## src/rtl/fifo_param.sv

```systemverilog
// ---------------------------------------------------------------------------
// fifo_param -- single-clock parameterised packet FIFO with optional
// zero-latency bypass when empty.
//
// Parameters
//   WIDTH      packet width in bits (>= 1)
//   DEPTH      storage entries (>= 2, any value, not only powers of two)
//   AF_THRESH  almost_full asserts when occ >= AF_THRESH (1..DEPTH)
//   AE_THRESH  almost_empty asserts when occ <= AE_THRESH (0..DEPTH-1)
//   BYPASS     1: an empty FIFO forwards packet_in straight to packet_out
//
// Ports
//   clock        rising-edge clock for all state
//   reset_n      asynchronous active-low reset
//   flush        synchronous discard of all stored packets
//   in_valid     enqueue request
//   in_ready     FIFO can accept a packet this cycle
//   packet_in    enqueue data
//   out_valid    packet_out holds a valid packet
//   out_ready    consumer accepts packet_out this cycle
//   packet_out   dequeue data (zero whenever out_valid is low)
//   occ          registered stored-packet count
//   almost_full  occ >= AF_THRESH
//   almost_empty occ <= AE_THRESH
// ---------------------------------------------------------------------------
module fifo_param #(
   parameter int WIDTH     = 8,
   parameter int DEPTH     = 16,
   parameter int AF_THRESH = DEPTH - 2,
   parameter int AE_THRESH = 2,
   parameter int BYPASS    = 0
) (
   input  logic                       clock,
   input  logic                       reset_n,
   input  logic                       flush,
   input  logic                       in_valid,
   output logic                       in_ready,
   input  logic [WIDTH-1:0]           packet_in,
   output logic                       out_valid,
   input  logic                       out_ready,
   output logic [WIDTH-1:0]           packet_out,
   output logic [$clog2(DEPTH+1)-1:0] occ,
   output logic                       almost_full,
   output logic                       almost_empty
);

   localparam int OW = $clog2(DEPTH + 1);
   localparam int PW = $clog2(DEPTH);

   localparam logic [OW-1:0] DEPTH_O = OW'(DEPTH);
   localparam logic [OW-1:0] AF_O    = OW'(AF_THRESH);
   localparam logic [OW-1:0] AE_O    = OW'(AE_THRESH);
   localparam logic [OW-1:0] ONE_O   = OW'(1);
   localparam logic [PW-1:0] LAST_P  = PW'(DEPTH - 1);
   localparam logic [PW-1:0] ONE_P   = PW'(1);
   localparam logic          BYP     = (BYPASS != 0);

   // Elaboration-time parameter range checks
   if (WIDTH < 1) begin : g_bad_width
      $error("fifo_param: WIDTH must be >= 1");
   end
   if (DEPTH < 2) begin : g_bad_depth
      $error("fifo_param: DEPTH must be >= 2");
   end
   if (AF_THRESH < 1 || AF_THRESH > DEPTH) begin : g_bad_af
      $error("fifo_param: AF_THRESH must be in 1..DEPTH");
   end
   if (AE_THRESH < 0 || AE_THRESH >= DEPTH) begin : g_bad_ae
      $error("fifo_param: AE_THRESH must be in 0..DEPTH-1");
   end
   if (BYPASS != 0 && BYPASS != 1) begin : g_bad_byp
      $error("fifo_param: BYPASS must be 0 or 1");
   end

   logic [WIDTH-1:0] mem_q [DEPTH];

   logic [OW-1:0] occ_q,    occ_d;
   logic [PW-1:0] wr_ptr_q, wr_ptr_d;
   logic [PW-1:0] rd_ptr_q, rd_ptr_d;
   // Low through reset and until the first edge after release; holds the
   // input side (and the bypass path) closed during that window.
   logic          rdy_q,    rdy_d;

   logic byp_path;
   logic enq;
   logic deq;
   logic wr_en;
   logic rd_en;

   function automatic logic [PW-1:0] ptr_inc(input logic [PW-1:0] p);
      return (p == LAST_P) ? '0 : p + ONE_P;
   endfunction

   always_comb begin
      byp_path = BYP && (occ_q == '0);

      in_ready = rdy_q && (occ_q < DEPTH_O) && !flush;

      if (byp_path) begin
         out_valid = rdy_q && !flush && in_valid;
      end else begin
         out_valid = (occ_q != '0) && !flush;
      end

      enq = in_valid && in_ready;
      deq = out_valid && out_ready;

      // A bypassed packet that is consumed in the same cycle is never stored;
      // in bypass mode an empty FIFO has nothing to read from storage.
      wr_en = enq && !(byp_path && deq);
      rd_en = deq && !byp_path;

      if (!out_valid) begin
         packet_out = '0;
      end else if (byp_path) begin
         packet_out = packet_in;
      end else begin
         packet_out = mem_q[rd_ptr_q];
      end

      rdy_d    = 1'b1;
      occ_d    = occ_q;
      wr_ptr_d = wr_ptr_q;
      rd_ptr_d = rd_ptr_q;

      if (flush) begin
         occ_d    = '0;
         wr_ptr_d = '0;
         rd_ptr_d = '0;
      end else begin
         if (wr_en) begin
            wr_ptr_d = ptr_inc(wr_ptr_q);
         end
         if (rd_en) begin
            rd_ptr_d = ptr_inc(rd_ptr_q);
         end
         if (wr_en && !rd_en) begin
            occ_d = occ_q + ONE_O;
         end else if (rd_en && !wr_en) begin
            occ_d = occ_q - ONE_O;
         end
      end

      occ          = occ_q;
      almost_full  = (occ_q >= AF_O);
      almost_empty = (occ_q <= AE_O);
   end

   always_ff @(posedge clock or negedge reset_n) begin
      if (!reset_n) begin
         occ_q    <= '0;
         wr_ptr_q <= '0;
         rd_ptr_q <= '0;
         rdy_q    <= 1'b0;
      end else begin
         occ_q    <= occ_d;
         wr_ptr_q <= wr_ptr_d;
         rd_ptr_q <= rd_ptr_d;
         rdy_q    <= rdy_d;
      end
   end

   // Storage needs no reset: occ gates out_valid, and packet_out is forced
   // to zero whenever out_valid is low, so stale entries are never visible.
   always_ff @(posedge clock) begin
      if (wr_en && !flush) begin
         mem_q[wr_ptr_q] <= packet_in;
      end
   end

endmodule

```

## config.mk

```make
export PLATFORM = sky130hd
export DESIGN_NAME = fifo_param
export DESIGN_NICKNAME = d
export VERILOG_FILES = /design/src/rtl/fifo_param.sv
export SDC_FILE = /design/constraint.sdc
export NUM_CORES = 1
export LEC_CHECK = 0
export CORE_UTILIZATION = 60
export CTS_BUF_LIST = sky130_fd_sc_hd__clkbuf_4 sky130_fd_sc_hd__clkbuf_8
export CTS_CLUSTER_SIZE = 16
export DETAILED_ROUTE_END_ITERATION = 8
export DONT_BUFFER_PORTS = 1
export PLACE_DENSITY = 0.78
export SLEW_MARGIN = 25
export SYNTH_ARGS = -nofsm -noshare
export SYNTH_HDL_FRONTEND = slang
export SYNTH_SLANG_ARGS = --single-unit
```

## constraint.sdc

```tcl
create_clock -name clock -period 7.85 [get_ports clock]
set_input_delay 0.785 -clock clock [delete_from_list [all_inputs] [get_ports clock]]
set_output_delay 0.785 -clock clock [all_outputs]
set_load 0.01 [all_outputs]
```

== Word level (Yosys, flattened, before mapping) ==
Memories as Yosys holds them, arrays and structs flattened.
Cells that the tools add are included.
W data, S select, Z words.
Storage, ports and cells
  register bits after elaboration: 14
  memory bits (writable): 128
  input port bits: 13
  output and inout port bits: 17
  memories: 1
Memories
  mem_q: depth 16, bits a word 8, rd ports 1, clocked after Yosys merged registers in 0, wr ports 1, line 75  | logic [WIDTH-1:0] mem_q [DEPTH];
Cells by class
  add/sub/neg operators: 4
  $lt $le $gt $ge: 3
  equal/unequal tests: 2
  multiplexer cells: 12
  reductions and logical operators: 15
Operators by type and width (number)
  $mux W4: 6
  $mux W5: 3
  $add A4 B1 Y4 const B: 2
  $eq A4 B4 Y1 const B: 2
  $logic_and A1 B1 Y1: 8
  $mux W8: 1
  $add A5 B1 Y5 const B: 1
  $ge A5 B4 Y1 const B: 1
  $le A5 B2 Y1 const B: 1
  $lt A5 B5 Y1 const B: 1
  $reduce_bool A5 Y1: 1
  $sub A5 B1 Y5 const B: 1
  $reduce_bool A2 Y1: 2
  $logic_not A1 Y1: 3
  $reduce_bool A3 Y1: 1
  $mux W1: 2

== Logic depth before layout (Yosys ltp) ==
  depth after elaboration: 9
  depth in mapped cells: 9
  gate-level depth less buffers: 8

== Worst setup path before layout ==
Ideal clock, no wire load.
  path type: input to register
  start: in flush
  end: reg occ_q[4] (netlist: occ[4])
  setup time: 82 ps
  data arrival time: 2844 ps
  data required time: 7768 ps
  path slack: 4924 ps
  stages: 8
  cells stage by stage: and4bb_2 > clkbuf_1 > nand2_1 > fa_1 > a21o_1 > a21o_1 > or4_1 > a31oi_1
Between the ends
  cells in the longest elaborated chain, start to end: 7
Ends and longest elaborated chain
  start, declared: line 35  | input logic flush,
  $logic_not A1 Y1: line 97, 102
  $logic_and A1 B1 Y1: line 102  | out_valid = (occ_q != '0) && !flush;
  $logic_and A1 B1 Y1: line 106  | deq = out_valid && out_ready;
  $logic_not A1 Y1: line 137  | if (wr_en && !rd_en) begin
  $logic_and A1 B1 Y1: line 137
  $mux W5: line 137
  $mux W5: line 126  | if (flush) begin
  end signal, assigned: line 151  | occ_q <= '0;
  end signal, assigned: line 156  | occ_q <= occ_d;
  end, declared: line 77  | logic [OW-1:0] occ_q, occ_d;
Several ways; a longest one is shown, not always the timed one.
A chain may end at the register's enable or synchronous reset.

== Final worst setup path ==
  start: reg rd_ptr_q[0]
  end: out packet_out[0]
Between the ends
  cells in the longest elaborated chain, start to end: 2
Ends and longest elaborated chain
  start, declared: line 79  | logic [PW-1:0] rd_ptr_q, rd_ptr_d;
  start signal, assigned: line 158  | rd_ptr_q <= rd_ptr_d;
  $mem_v2 Z16 W8
  $mux W8: line 113  | if (!out_valid) begin
  end, declared: line 41  | output logic [WIDTH-1:0] packet_out,
Every way passes these cells.

==> metrics.md <==
| Metric | Value |
|---|---|
| Outcome | `finished, final reports clean` |
| EDFF count, synth | `128` |
| Slew HR | `0.316` |
| DIE AREA | `10300 um2` |
| Routed wire length | `11100 um` |
| Share of layout cells above drive strength 1 | `0.231` |
| IO Pins | `30` |
| Via count | `2921` |
| Crit path kind | `flop to primary output` |
| # DRC | `0` |
| First-pass GRT wire length | `16900 um` |
| Asr flop ratio synth | `0.0986` |
| Pins Over Slew Limit | `0` |
| Buffers from clock root to sink, at most | `2` |
| Cell variety after synth | `40` |
| Initial DRC Count | `159` |
| Sequential share of the synthesized area | `0.708` |
| Power density over cell area | `277 nW/um2` |
| Syn_area_per_cell | `18.7 um2` |
| CTS Buf Count | `17` |
| Most common flop cell mapped by yosys | `edfxtp_1` |
| Hpwl dp | `6630 um` |
| Data required time of the worst path | `7.07 ns` |
| Post-synth net total | `339` |
| Core Area | `9420 um2` |
| # rows | `35` |
| Most common cell after layout, fill and taps aside | `edfxtp_1` |
| Drt via density | `6.31` |
| Total inserted antenna cells | `0` |
| DR WL/cell | `24.1 um` |
| Final non-filler cell total | `463` |
| Worst vdd ir | `0.000168 V` |
| Global route overflow | `0` |
| Setup Skew | `0.0105 ns` |
| CTS tree | `done` |
| Clock Latency Late Sink | `0.42 ns` |
| DIE WIDTH | `101 um` |
| Crit. End Element | `primary output` |
| Post-CTS resize count | `0` |
| Starting Density | `0.629` |
| Worst Hold Margin | `0.0424 ns` |
| Setup Fix Bufs, Post-CTS | `0` |
| CP Launch Type | `flop` |
| Root buffer cell | `clkbuf_8` |
| Pleak | `2.11 nW` |
| Syn Std Cell Area | `5920 um2` |
| GRT Overall Usage | `0.239` |
| Input/output buffers | `0` |
| Cells after Synth | `316` |
| Antenna-violating nets left | `0` |
| Slew @ Worst Pin | `1.02 ns` |
| Final Cell Area | `6500 um2` |
| Tot Pwr | `1.80 mW` |
| Most frequent cells in the layout | `edfxtp_1 (128), mux4_2 (32), clkbuf_8 (22), a211oi_1 (16), dfrtp_1 (13)` |
| Unrepaired setup endpoints after global routing | `no` |
| Die Height | `101 um` |
| Vias in the first global route | `3079` |
| DP Cell Count | `431` |
| Final Hold Viols | `0` |
| Critical-path maximum fanout | `36` |
| Clock transition at the registers of the reported paths | `0.08 ns` |
| Nets | `344` |
| Flops & latches, synth | `142` |
| CTS sink count | `142` |
| Yosys warning count | `0` |
| Hold Path Class | `input port to asynchronous set/reset pin` |
| Setup tns final | `0 ns` |
| Fmax | `301 MHz` |
| Fin crit share | `0.423` |
| Post-DP Area | `6010 um2` |
| Max H-tree Level | `4` |
| Final setup viols | `0` |
| Min Tclk post-route | `3.32 ns` |
| # hold bufs at CTS | `0` |
| Drt first pass iters | `4` |
| Area growth syn-to-layout | `9.78%` |
| Largest net degree at the start of global routing | `37` |
| Max-cap viol count | `0` |
| R2R Setup Slk | `4.67 ns` |
| Worst EP arrival | `2.54 ns` |
| Antenna violations before repair | `0` |
| RePlAce Congestion | `0.832` |
## through the flow
stage	util	worst slack, ns
after CTS	0.691	4.45
after global placement	0.639	4.81
after floorplan	-	4.92
after global routing	0.691	4.32
after detailed placement	0.639	4.67
final	0.691	4.53
## critical path: stages (launching register included)
cell	delay, ns
dfrtp_2	0.38
buf_4	0.53
mux4_2	0.58
nor2b_1	0.15
a211oi_1	0.27
a211oi_1	0.17
## cells in the mapped netlist (all sizes together) (4+ instances only)
library cell | count | share of area
a211oi | 16 | 0.020
and2 | 9 | 0.0095
a21oi | 6 | 0.0051
dfrtp | 14 | 0.059
clkbuf | 9 | 0.0057
nor2b | 10 | 0.011
buf | 8 | 0.011
nor2 | 8 | 0.0051
inv | 7 | 0.0044
and3 | 7 | 0.0074
ha | 9 | 0.019
mux2 | 4 | 0.0076
mux4 | 32 | 0.12
o21ai | 5 | 0.0042
edfxtp | 128 | 0.65
mux2i | 9 | 0.015
nand2 | 7 | 0.0044
nand3 | 5 | 0.0042
## flip-flops by register name (all words and copies together), names as in the netlist
register / cells
wr_ptr_q: 4
mem_q: 128
occ: 5
rd_ptr_q: 4
rdy_q: 1
## power by group
part           total, mW  internal, mW  switching [mW]
Combinational      0.238         0.115           0.123
Sequential         0.871         0.840          0.0315
Clock              0.694         0.426           0.268
## final timing paths
path	cells after the start	from	endpoint
max in group asynchronous	0	reset_n	wr_ptr_q[3]
min in group clock	1	flush	rd_ptr_q[0]
min reg2reg	2	wr_ptr_q[3]	wr_ptr_q[3]
min	0	reset_n	rd_ptr_q[0]
max reg2reg	8	occ[4]	occ[4]
max	5	rd_ptr_q[0]	packet_out[0]
## cells by family after synthesis
logic type / count (synthesis) / synth area share
flops: 142 / 0.708
simple gates: 52 / 0.0499
mux: 45 / 0.144
compound gates: 40 / 0.0509
buf+inv: 24 / 0.0207
fa+ha+maj: 10 / 0.0224
xor+xnor: 2 / 0.00296
other cells: 1 / 0.000633
## area by class of cell
cell class                 count  area [um2]
clock buffer                  23         310
clock inverter                 9         180
fill                         586        2910
inverter                       7        26.3
multi-input combinational    150        1610
sequential                   142        4200
tap                          129         161
timing repair buffer           3        22.5
## layer usage
layer / vias up / global-route usage / routed length [um]
met1: 1510 / 0.298 / 4380
met5: - / 0 / 0
met3: 12 / 0.0690 / 881
met2: 120 / 0.401 / 5760
li1: 1279 / - / -
met4: 0 / 0.0892 / 120
(Power assumes the default switching activity.)
